--- src/rtl/apb_pkg.sv ---
// Shared APB definitions: completer FSM states and the address-region / PPROT mapping
// used by both the bridge and the memory completer.
package apb_pkg;

    localparam int unsigned APB_ADDR_WIDTH = 32;
    localparam int unsigned APB_DATA_WIDTH = 32;
    localparam int unsigned PROT_WIDTH     = 3;

    // Bit positions inside both the region field and pprot
    localparam int unsigned REGION_PRIV_BIT   = 0;
    localparam int unsigned REGION_NONSEC_BIT = 1;
    localparam int unsigned REGION_INSTR_BIT  = 2;

    typedef enum logic [1:0] {
        ST_IDLE   = 2'd0,
        ST_ACCESS = 2'd1,
        ST_ABORT  = 2'd2
    } state_t;

    // Top three address bits name the pprot attributes a region demands
    function automatic logic [PROT_WIDTH-1:0] required_pprot(input logic [APB_ADDR_WIDTH-1:0] addr);
        logic [PROT_WIDTH-1:0] r;
        r                    = '0;
        r[REGION_INSTR_BIT]  = addr[APB_ADDR_WIDTH-1];
        r[REGION_NONSEC_BIT] = addr[APB_ADDR_WIDTH-2];
        r[REGION_PRIV_BIT]   = addr[APB_ADDR_WIDTH-3];
        return r;
    endfunction

    function automatic logic region_violation(input logic [PROT_WIDTH-1:0] region,
                                              input logic [PROT_WIDTH-1:0] pprot);
        return |(region & ~pprot);
    endfunction

    function automatic logic prot_violation(input logic [APB_ADDR_WIDTH-1:0] addr,
                                            input logic [PROT_WIDTH-1:0]     pprot);
        return region_violation(required_pprot(addr), pprot);
    endfunction

endpackage

--- src/rtl/apb_if.sv ---
// APB4 bus bundle between the bridge (master) and a completer (slave).
interface apb_if
    import apb_pkg::*;
#(
    parameter int unsigned ADDR_WIDTH = 32,
    parameter int unsigned DATA_WIDTH = 32
);
    localparam int unsigned STRB_W = DATA_WIDTH / 8;

    logic                  psel;
    logic                  penable;
    logic                  pwrite;
    logic [ADDR_WIDTH-1:0] paddr;
    logic [PROT_WIDTH-1:0] pprot;
    logic [DATA_WIDTH-1:0] pwdata;
    logic [STRB_W-1:0]     pstrb;
    logic                  pready;
    logic [DATA_WIDTH-1:0] prdata;
    logic                  pslverr;

    modport master (
        output psel, penable, pwrite, paddr, pprot, pwdata, pstrb,
        input  pready, prdata, pslverr
    );

    modport slave (
        input  psel, penable, pwrite, paddr, pprot, pwdata, pstrb,
        output pready, prdata, pslverr
    );
endinterface

--- src/rtl/apb_strb_mem.sv ---
// Word-wide register array with async clear, combinational read and byte-strobed write.
module apb_strb_mem #(
    parameter int unsigned DEPTH      = 16,
    parameter int unsigned DATA_WIDTH = 32
) (
    input  logic                          clk,
    input  logic                          rst_n,
    input  logic                          we,
    input  logic [$clog2(DEPTH)-1:0]      widx,
    input  logic [DATA_WIDTH-1:0]         wdata,
    input  logic [DATA_WIDTH/8-1:0]       wstrb,
    input  logic [$clog2(DEPTH)-1:0]      ridx,
    output logic [DATA_WIDTH-1:0]         rdata
);
    localparam int unsigned STRB_W = DATA_WIDTH / 8;

    logic [DATA_WIDTH-1:0] mem_q [DEPTH];

    always_ff @(posedge clk or negedge rst_n) begin
        if (!rst_n) begin
            for (int i = 0; i < int'(DEPTH); i++) begin
                mem_q[i] <= '0;
            end
        end else if (we) begin
            for (int b = 0; b < int'(STRB_W); b++) begin
                if (wstrb[b]) begin
                    mem_q[widx][8*b +: 8] <= wdata[8*b +: 8];
                end
            end
        end
    end

    assign rdata = mem_q[ridx];

endmodule

--- src/rtl/apb_mem_completer.sv ---
// APB4 completer: register memory with wait states, byte strobes, PPROT region checks
// and an ABORT response when psel drops before pready.
module apb_mem_completer
    import apb_pkg::*;
#(
    parameter int unsigned ADDR_WIDTH  = 32,
    parameter int unsigned DATA_WIDTH  = 32,
    parameter int unsigned MEM_DEPTH   = 16,
    parameter int unsigned WAIT_STATES = 0
) (
    input  logic pclk,
    input  logic presetn,
    apb_if.slave apb
);
    localparam int unsigned STRB_W    = DATA_WIDTH / 8;
    localparam int unsigned IDX_W     = ADDR_WIDTH - 4;
    localparam int unsigned MEM_IDX_W = $clog2(MEM_DEPTH);
    localparam int unsigned CNT_W     = 4;

    state_t                 state_q, state_d;
    logic [CNT_W-1:0]       cnt_q, cnt_d;
    logic                   err_q, err_d;
    logic [MEM_IDX_W-1:0]   idx_q, idx_d;
    logic                   pwrite_q, pwrite_d;
    logic [DATA_WIDTH-1:0]  pwdata_q, pwdata_d;
    logic [STRB_W-1:0]      pstrb_q, pstrb_d;
    logic [DATA_WIDTH-1:0]  prdata_q, prdata_d;
    logic                   pready_q, pready_d;
    logic                   pslverr_q, pslverr_d;

    logic [IDX_W-2:0]       idx_full_c;
    logic [MEM_IDX_W-1:0]   mem_idx_c;
    logic                   err_c;
    logic [DATA_WIDTH-1:0]  mem_rdata_c;
    logic                   mem_we_c;
    logic [CNT_W-1:0]       cnt_inc_c;

    // Decode of the live setup-phase address
    assign idx_full_c = apb.paddr[ADDR_WIDTH-4:2];
    assign mem_idx_c  = MEM_IDX_W'(idx_full_c);
    assign err_c      = (apb.paddr[1:0] != 2'b00)
                      | (32'(idx_full_c) >= MEM_DEPTH)
                      | region_violation(apb.paddr[ADDR_WIDTH-1 -: PROT_WIDTH], apb.pprot);

    assign cnt_inc_c = cnt_q + CNT_W'(1);
    assign mem_we_c  = (state_q == ST_ACCESS) & pready_q & apb.psel & apb.penable
                     & pwrite_q & ~err_q;

    apb_strb_mem #(
        .DEPTH      (MEM_DEPTH),
        .DATA_WIDTH (DATA_WIDTH)
    ) u_mem (
        .clk   (pclk),
        .rst_n (presetn),
        .we    (mem_we_c),
        .widx  (idx_q),
        .wdata (pwdata_q),
        .wstrb (pstrb_q),
        .ridx  (mem_idx_c),
        .rdata (mem_rdata_c)
    );

    always_ff @(posedge pclk or negedge presetn) begin
        if (!presetn) begin
            state_q   <= ST_IDLE;
            cnt_q     <= '0;
            err_q     <= 1'b0;
            idx_q     <= '0;
            pwrite_q  <= 1'b0;
            pwdata_q  <= '0;
            pstrb_q   <= '0;
            prdata_q  <= '0;
            pready_q  <= 1'b0;
            pslverr_q <= 1'b0;
        end else begin
            state_q   <= state_d;
            cnt_q     <= cnt_d;
            err_q     <= err_d;
            idx_q     <= idx_d;
            pwrite_q  <= pwrite_d;
            pwdata_q  <= pwdata_d;
            pstrb_q   <= pstrb_d;
            prdata_q  <= prdata_d;
            pready_q  <= pready_d;
            pslverr_q <= pslverr_d;
        end
    end

    // Next state; pready/pslverr are computed one cycle ahead so they leave a flop
    always_comb begin
        state_d   = state_q;
        cnt_d     = cnt_q;
        err_d     = err_q;
        idx_d     = idx_q;
        pwrite_d  = pwrite_q;
        pwdata_d  = pwdata_q;
        pstrb_d   = pstrb_q;
        prdata_d  = prdata_q;
        pready_d  = 1'b0;
        pslverr_d = 1'b0;

        unique case (state_q)
            ST_IDLE: begin
                if (apb.psel && !apb.penable) begin
                    state_d   = ST_ACCESS;
                    cnt_d     = '0;
                    err_d     = err_c;
                    idx_d     = mem_idx_c;
                    pwrite_d  = apb.pwrite;
                    pwdata_d  = apb.pwdata;
                    pstrb_d   = apb.pstrb;
                    prdata_d  = (err_c || apb.pwrite) ? '0 : mem_rdata_c;
                    pready_d  = (WAIT_STATES == 0);
                    pslverr_d = (WAIT_STATES == 0) && err_c;
                end
            end
            ST_ACCESS: begin
                if (pready_q) begin
                    if (apb.psel && apb.penable) begin
                        state_d = ST_IDLE;
                    end else begin
                        pready_d  = 1'b1;
                        pslverr_d = err_q;
                    end
                end else if (!apb.psel) begin
                    state_d   = ST_ABORT;
                    prdata_d  = '0;
                    pready_d  = 1'b1;
                    pslverr_d = 1'b1;
                end else if (apb.penable) begin
                    cnt_d     = cnt_inc_c;
                    pready_d  = (32'(cnt_inc_c) == WAIT_STATES);
                    pslverr_d = pready_d && err_q;
                end
            end
            ST_ABORT: begin
                state_d = ST_IDLE;
            end
            default: begin
                state_d = ST_IDLE;
            end
        endcase
    end

    assign apb.pready  = pready_q;
    assign apb.prdata  = prdata_q;
    assign apb.pslverr = pslverr_q;

endmodule

--- src/flat_wrapper.sv ---
// flat-port wrapper written by rule: the top's interface ports become plain ports
module apb_mem_completer_flat import apb_pkg::*;
#(
    parameter int unsigned ADDR_WIDTH  = 32,
    parameter int unsigned DATA_WIDTH  = 32,
    parameter int unsigned MEM_DEPTH   = 16,
    parameter int unsigned WAIT_STATES = 0
)
  (pclk, presetn, apb_psel, apb_penable, apb_pwrite, apb_paddr, apb_pprot, apb_pwdata, apb_pstrb, apb_pready, apb_prdata, apb_pslverr);
  apb_if #(.ADDR_WIDTH(ADDR_WIDTH), .DATA_WIDTH(DATA_WIDTH)) apb_i ();
  input  logic pclk;
  input  logic presetn;
  input wire logic [$bits(apb_i.psel)-1:0] apb_psel;
  input wire logic [$bits(apb_i.penable)-1:0] apb_penable;
  input wire logic [$bits(apb_i.pwrite)-1:0] apb_pwrite;
  input wire logic [$bits(apb_i.paddr)-1:0] apb_paddr;
  input wire logic [$bits(apb_i.pprot)-1:0] apb_pprot;
  input wire logic [$bits(apb_i.pwdata)-1:0] apb_pwdata;
  input wire logic [$bits(apb_i.pstrb)-1:0] apb_pstrb;
  output wire logic [$bits(apb_i.pready)-1:0] apb_pready;
  output wire logic [$bits(apb_i.prdata)-1:0] apb_prdata;
  output wire logic [$bits(apb_i.pslverr)-1:0] apb_pslverr;
  assign apb_i.psel = apb_psel;
  assign apb_i.penable = apb_penable;
  assign apb_i.pwrite = apb_pwrite;
  assign apb_i.paddr = apb_paddr;
  assign apb_i.pprot = apb_pprot;
  assign apb_i.pwdata = apb_pwdata;
  assign apb_i.pstrb = apb_pstrb;
  assign apb_pready = apb_i.pready;
  assign apb_prdata = apb_i.prdata;
  assign apb_pslverr = apb_i.pslverr;
  apb_mem_completer #(.ADDR_WIDTH(ADDR_WIDTH), .DATA_WIDTH(DATA_WIDTH), .MEM_DEPTH(MEM_DEPTH), .WAIT_STATES(WAIT_STATES)) u_core (.pclk(pclk), .presetn(presetn), .apb(apb_i));
endmodule
--- config.mk ---
export PLATFORM = sky130hd
export DESIGN_NAME = apb_mem_completer_flat
export DESIGN_NICKNAME = d
export VERILOG_FILES = /design/src/rtl/apb_pkg.sv /design/src/rtl/apb_if.sv /design/src/rtl/apb_strb_mem.sv /design/src/rtl/apb_mem_completer.sv /design/src/flat_wrapper.sv
export SDC_FILE = /design/constraint.sdc
export NUM_CORES = 1
export LEC_CHECK = 0
export BUFFER_PORTS_ARGS = -buffer_cell sky130_fd_sc_hd__buf_2
export CORE_UTILIZATION = 55
export CTS_CLUSTER_SIZE = 8
export DETAILED_ROUTE_END_ITERATION = 6
export HOLD_SLACK_MARGIN = 0.15
export PLACE_DENSITY = 0.74
export SETUP_SLACK_MARGIN = 0.4
export SYNTH_ARGS = -nofsm -noshare
export SYNTH_HDL_FRONTEND = slang
export SYNTH_HIERARCHICAL = 1
export SYNTH_SLANG_ARGS = --single-unit
--- constraint.sdc ---
create_clock -name pclk -period 2.4 [get_ports pclk]
set_input_delay 0.48 -clock pclk [delete_from_list [all_inputs] [get_ports pclk]]
set_output_delay 0.48 -clock pclk [all_outputs]
set_load 0.01 [all_outputs]
==> impl_metrics.ini, run 1 <==
[setup_path]
cp-end-kind = register
critical_path_class = reg -> reg
cp.arrival_ns = 2.67
crit_path_start_kind = register
cp.required_ns = 2.88
cp_max_fo = 8

[synth]
synth_ff_type = dfrtp_1
synth.area.mux_share_pct = 34.0
synth_seq_area_share_pct = 55.4
ys_ff_latch = 594
syn-cell-area_um2 = 26800
syn_area_per_cell_um2 = 16.1
synth-simple-area-share_pct = 5.36
yosysWarnings = 6
synth_edf_count = 0
syn_nets = 1746
synth_fa_ha_area_share_pct = 0.0933
yosysUniqueCellTypes = 54
synth_top_family_by_area = multiplexers
synth-compound-area-share_pct = 3.22
syn_inst = 1668
synth_xor_area_share_pct = 0.0653
async_flop_share_pct = 100

[detailed_routing]
drt_iter0_drc = 956
wire_per_inst_um = 26.0
drtPass1Iterations = 5
route.detailed.drc = 0
vias = 15994
wl_um = 66500
viasPerCell = 6.26
postRouteAntennaNets = 0

[floorplanning]
core_um2 = 47900
dieArea_um2 = 49700
fp.dieH_um = 223
initial_core_util_pct = 55.9
row_count = 80
pin_count = 110
fp.dieW_um = 223

[sta]
rsz0062_at_grt = yes
slew_viol_final = 0
post-route-min-period_ns = 2.19
setup_viol = 0
hold_violations = 0
layout_worst_path_cycle_share_pct = 91.1
slew_headroom_pct = 42.1
fin_skew_ns = 0.0219
fmax_ghz = 0.457
worstMarginPinSlew_ns = 0.866
setup_tns_ns = 0

[flow_run]
maxCapViolations = 0

[outcome]
outcome = finished, final reports clean

[finish]
nets = 2010
final_cell_mix = dfrtp_1, mux2_4, mux2_2
fin_util_pct = 70.8
drive_gt1_share_pct = 57.1
syn2layout_area_growth_pct = 26.6
final_common_cell = dfrtp_1
final_area_um2 = 34000

[clocking]
cts_root_buf = clkbuf_16
clkSinkCount = 594
clkTransAtPathRegs_ns = 0.05
htreeDepth = 3
cts_tree = done
cts_buffers = 84
insertion_delay_ns = 0.61
clk_path_buf_depth = 3

[power_and_ir_drop]
ir_drop_mv = 0.778
p_leak_nw = 16.3
total_power_mw = 24.0
power_density_nw_per_um2 = 706

[grt]
grt_pass1_vias = 17754
gr-usage-all-layers_pct = 27.7
overflow = 0
grt_pass1_wl_um = 105000
grt_start_max_net_pins = 74
antenna_found_initial = 1

[place]
gp_congestion = 0.776
portBuffers = 109
hpwlAfterDp_um = 39900
placed_area_um2 = 30500

[hold_path]
hp-class = in -> reg
## layout make-up
class | count | area [µm²]
Fill cell | 2948 | 14000
Clock buffer | 90 | 2230
Antenna cell | 1 | 2.50
Sequential cell | 594 | 14900
Timing Repair Buffer | 285 | 2970
Clock inverter | 1 | 8.76
Tap cell | 615 | 769
Multi-Input combinational cell | 963 | 13100
Inverter | 4 | 15.0
## cells in the mapped netlist (all sizes together) (4+ instances only)
master | instances | share of area, %
inv | 4 | 0.056
nand2 | 54 | 0.84
nor2 | 53 | 2.3
mux2 | 553 | 23
nand3 | 5 | 0.15
nor2b | 6 | 0.14
a21oi | 4 | 0.075
nor3 | 4 | 0.075
buf | 45 | 0.96
clkbuf | 62 | 0.87
nand4 | 5 | 0.34
mux4 | 128 | 11
o21ai | 4 | 0.075
nand2b | 8 | 0.19
a22o | 32 | 1.0
nand4b | 8 | 0.60
dfrtp | 594 | 55
nor4 | 7 | 0.22
a22oi | 64 | 1.8
## flip-flops by register name, summed over array words and instances (netlist names)
register            count
u_core/apb.prdata      32
u_core/idx_q            4
u_core/pwdata_q        32
u_core/cnt_q            4
u_core/pwrite_q         1
u_core/apb.pslverr      1
u_core/pstrb_q          4
u_core/err_q            1
u_core/state_q          2
u_core/u_mem/mem_q    512
u_core/apb.pready       1
## worst max-delay path, stage by stage, from the launching register on
cell      delay, ns
dfrtp_2        0.44
nand2b_4       0.17
nor4_4         0.14
buf_6          0.17
buf_12         0.15
nand4b_1       0.16
buf_6          0.20
nor2_4         0.15
buf_6          0.18
mux2_4         0.31
## logic make-up after synthesis
family                     Yosys count
muxes                              681
AOI/OAI and AO/OA                  112
buffers and inverters              111
xor gates and xnor gates             2
DFF                                594
adders and majority gates            2
and+or+nand+nor                    166
## routing by layer
metal  vias to the layer above  part of all wire, %  GRT usage (%)
li1                       6751                    -              -
met1                      8665                   42           37.7
met2                       464                   49           44.5
met3                       114                  5.3           5.63
met4                         0                  3.0           9.86
met5                         -                    0              0
## path summary, 6_finish.rpt
check | start | to | slack (ns) | cells past startpoint
worst max-delay path | u_core/state_q[1]$_DFFE_PN0P_ | u_core/u_mem/mem_q[62]$_DFFE_PN0P_ | 0.21 | 9
worst min-delay path | apb_paddr[4] | u_core/idx_q[2]$_DFFE_PN0P_ | 0.23 | 2
worst max register to register | u_core/state_q[1]$_DFFE_PN0P_ | u_core/u_mem/mem_q[62]$_DFFE_PN0P_ | 0.21 | 9
worst min register to register | u_core/u_mem/mem_q[389]$_DFFE_PN0P_ | u_core/u_mem/mem_q[389]$_DFFE_PN0P_ | 0.50 | 1
max in group asynchronous | presetn | u_core/u_mem/mem_q[380]$_DFFE_PN0P_ | 1.12 | 4
min in group asynchronous | presetn | u_core/u_mem/mem_q[194]$_DFFE_PN0P_ | 0.36 | 2
## stage by stage
stage               cells  setup slack (ns)  hold slack (ns)
floorplan            1668             0.177            0.184
global placement     2398            0.0370            0.391
detailed placement   2398            0.0146            0.392
CTS                  2550             0.276            0.199
global route         2553             0.157            0.225
finish               2553             0.213            0.227
## report_power, final
group          leakage [nW]  internal (mW)  switching (mW)  total, mW
Clock                  1.10           6.43            4.01       10.4
Combinational          6.97          0.842            1.23       2.07
Sequential             8.20           10.3            1.18       11.5
Total                  16.3           17.6            6.41       24.0
## what timing repair did
action | in CTS | in global routing
setup buffers | 22 | 2
hold buffers | 38 | 0
gates resized for setup | 78 | 52
endpoints found under the hold margin | 264 | 0
endpoints found under the setup margin | 505 | 512
pin swaps | 40 | 13
cloned | 1 | 0
Note: power is estimated with default switching activity, not from simulation.
==> run 2, diff against run 1 <==
Settings changed: CORE_UTILIZATION 55 to 35, PLACE_DENSITY 0.74 to 0.51.
==> impl_metrics.ini, run 2 (synthesis gave the netlist of run 1 again) <==
[sta]
setup_viol = 0
rsz0062_at_grt = yes
layout_worst_path_cycle_share_pct = 89.1
slew_headroom_pct = 31.7
setup_tns_ns = 0
fin_skew_ns = 0.0150
slew_viol_final = 0
fmax_ghz = 0.468
post-route-min-period_ns = 2.14
hold_violations = 0
worstMarginPinSlew_ns = 1.02

[finish]
final_cell_mix = dfrtp_1, mux2_4, mux2_2
fill_cells = 6590
final_common_cell = dfrtp_1
regMostFlops = u_core/u_mem/mem_q
syn2layout_area_growth_pct = 29.0
largest_reg_flops = 512
antenna_cells = 0
nets = 2026
final_area_um2 = 34600
final-seq-area_um2 = 14900
multi_input_area_um2 = 13100
drive_gt1_share_pct = 57.6

[floorplanning]
row_count = 101
core_um2 = 75800
fp.dieH_um = 279
initial_core_util_pct = 35.4
fp.dieW_um = 279
pin_count = 110
dieArea_um2 = 77700

[clocking]
cts_root_buf = clkbuf_16
cts_tree = done
insertion_delay_ns = 0.61
clkTransAtPathRegs_ns = 0.05
clk_path_buf_depth = 3
clkSinkCount = 594
cts_buffers = 84
htreeDepth = 3

[power_and_ir_drop]
total_power_mw = 24.1
power_density_nw_per_um2 = 697
ir_drop_mv = 0.564
p_leak_nw = 16.4
power.share.sequential_pct = 48.0
comb_power_share_pct = 8.8
power_switching_mw = 6.69
clkPwrFrac_pct = 43.2
p_sw_share_pct = 27.8
internal-power_mw = 17.4

[setup_path]
cp_slowest_cell = dfrtp_1
crit_path_frequent_cell = buf_6
slowest_delay_ns = 0.45
critical_path_class = reg -> reg
cp.arrival_ns = 2.62
cp_top_family = simple AND/OR/NAND/NOR gates
crit_path_start_kind = register
cp_max_fo = 8
path_buf_inv = 3
cp-end-kind = register
cp.required_ns = 2.88
crit_chain = nor4_4 -> buf_6 -> buf_12 -> nand4b_1 -> or3_4 -> buf_6 -> mux2_2

[hold_path]
hp-class = in -> reg

[detailed_routing]
vias = 15671
wire_per_inst_um = 24.0
wl_um = 70300
drt_iter0_drc = 877
route.detailed.drc = 0
postRouteAntennaNets = 0
viasPerCell = 5.34
drtPass1Iterations = 4

[grt]
grt_use_met2_pct = 29.2
grt.busiest_layer = met2
gr-usage-all-layers_pct = 18.6
grt_pass1_wl_um = 111000
overflow = 0
grt_use_met1_pct = 26.6
antenna_found_initial = 0
grt_start_max_net_pins = 77
grt_pass1_vias = 17279
grt.met3_usage_pct = 2.57

[place]
hpwlAfterDp_um = 44200
placed_area_um2 = 31200
portBuffers = 109
gp_congestion = 0.785

[flow_run]
maxCapViolations = 0

[outcome]
outcome = finished, final reports clean
[run 2: cell count changes in the layout (fill, tap and decap cells not counted), sizes merged]
cell    delta
clkbuf     -5
buf       +17
diode      -1
inv        +6
[run 2: through the flow]
| stage | utilization [%] | hold WS (ns) | setup WS (ns) | cells |
|---|---|---|---|---|
| 3_5_place_dp | 41.1 | 0.417 | -0.000442 | 2784 |
| 6_report | 45.6 | 0.231 | 0.261 | 2933 |
| 3_3_place_gp | 41.1 | 0.419 | 0.0259 | 2784 |
| 5_1_grt | 45.6 | 0.213 | 0.136 | 2933 |
| 2_1_floorplan | - | 0.184 | 0.177 | 1668 |
| 4_1_cts | 45.1 | 0.194 | 0.273 | 2924 |
[run 2: worst paths after layout]
path | from | to | slack (ns) | cells past startpoint
setup / recovery | u_core/err_q$_DFFE_PN0P_ | u_core/u_mem/mem_q[254]$_DFFE_PN0P_ | 0.26 | 7
max in group asynchronous | presetn | u_core/u_mem/mem_q[276]$_DFFE_PN0P_ | 1.15 | 4
hold / removal | apb_paddr[4] | u_core/idx_q[2]$_DFFE_PN0P_ | 0.23 | 2
hold reg to reg | u_core/apb.prdata[29]$_DFFE_PN0P_ | u_core/apb.prdata[29]$_DFFE_PN0P_ | 0.50 | 1
min in group asynchronous | presetn | u_core/u_mem/mem_q[229]$_DFFE_PN0P_ | 0.38 | 2
setup reg to reg | u_core/err_q$_DFFE_PN0P_ | u_core/u_mem/mem_q[254]$_DFFE_PN0P_ | 0.26 | 7
[run 2: power groups by stage]
stage               Sequential, mW  Clock, mW  Combinational (mW)
finish                        11.6       10.4                2.12
global route                  11.7       11.2                2.28
CTS                           11.6       10.8                2.11
detailed placement            11.7          0                1.99
global placement              11.7          0                1.97
floorplan                     10.9          0                1.63
[run 2: what timing repair did]
item / 4_1_cts / 5_1_grt
hold endpoints to repair: 146 / 0
pin swaps: 35 / 11
setup endpoints to repair: 511 / 512
gates cloned: 1 / 0
gates resized for setup: 76 / 62
hold buffers: 38 / 0
buffers inserted: 8 / 9
[run 2: cell type report]
type                    instances  area share (%)
clock inverters                 7           0.177
inverters                       4          0.0434
repair buffers                301            9.12
multi-input cells             963            38.0
well taps                     978            3.54
clock buffers                  86            6.16
flip-flops and latches        594            43.0
[run 2: metal layers]
layer / wire length (µm) / part of all wire [%]
met1: 33800 / 48
met2: 32800 / 47
met3: 1860 / 2.6
met4: 1820 / 2.6
met5: 0 / 0
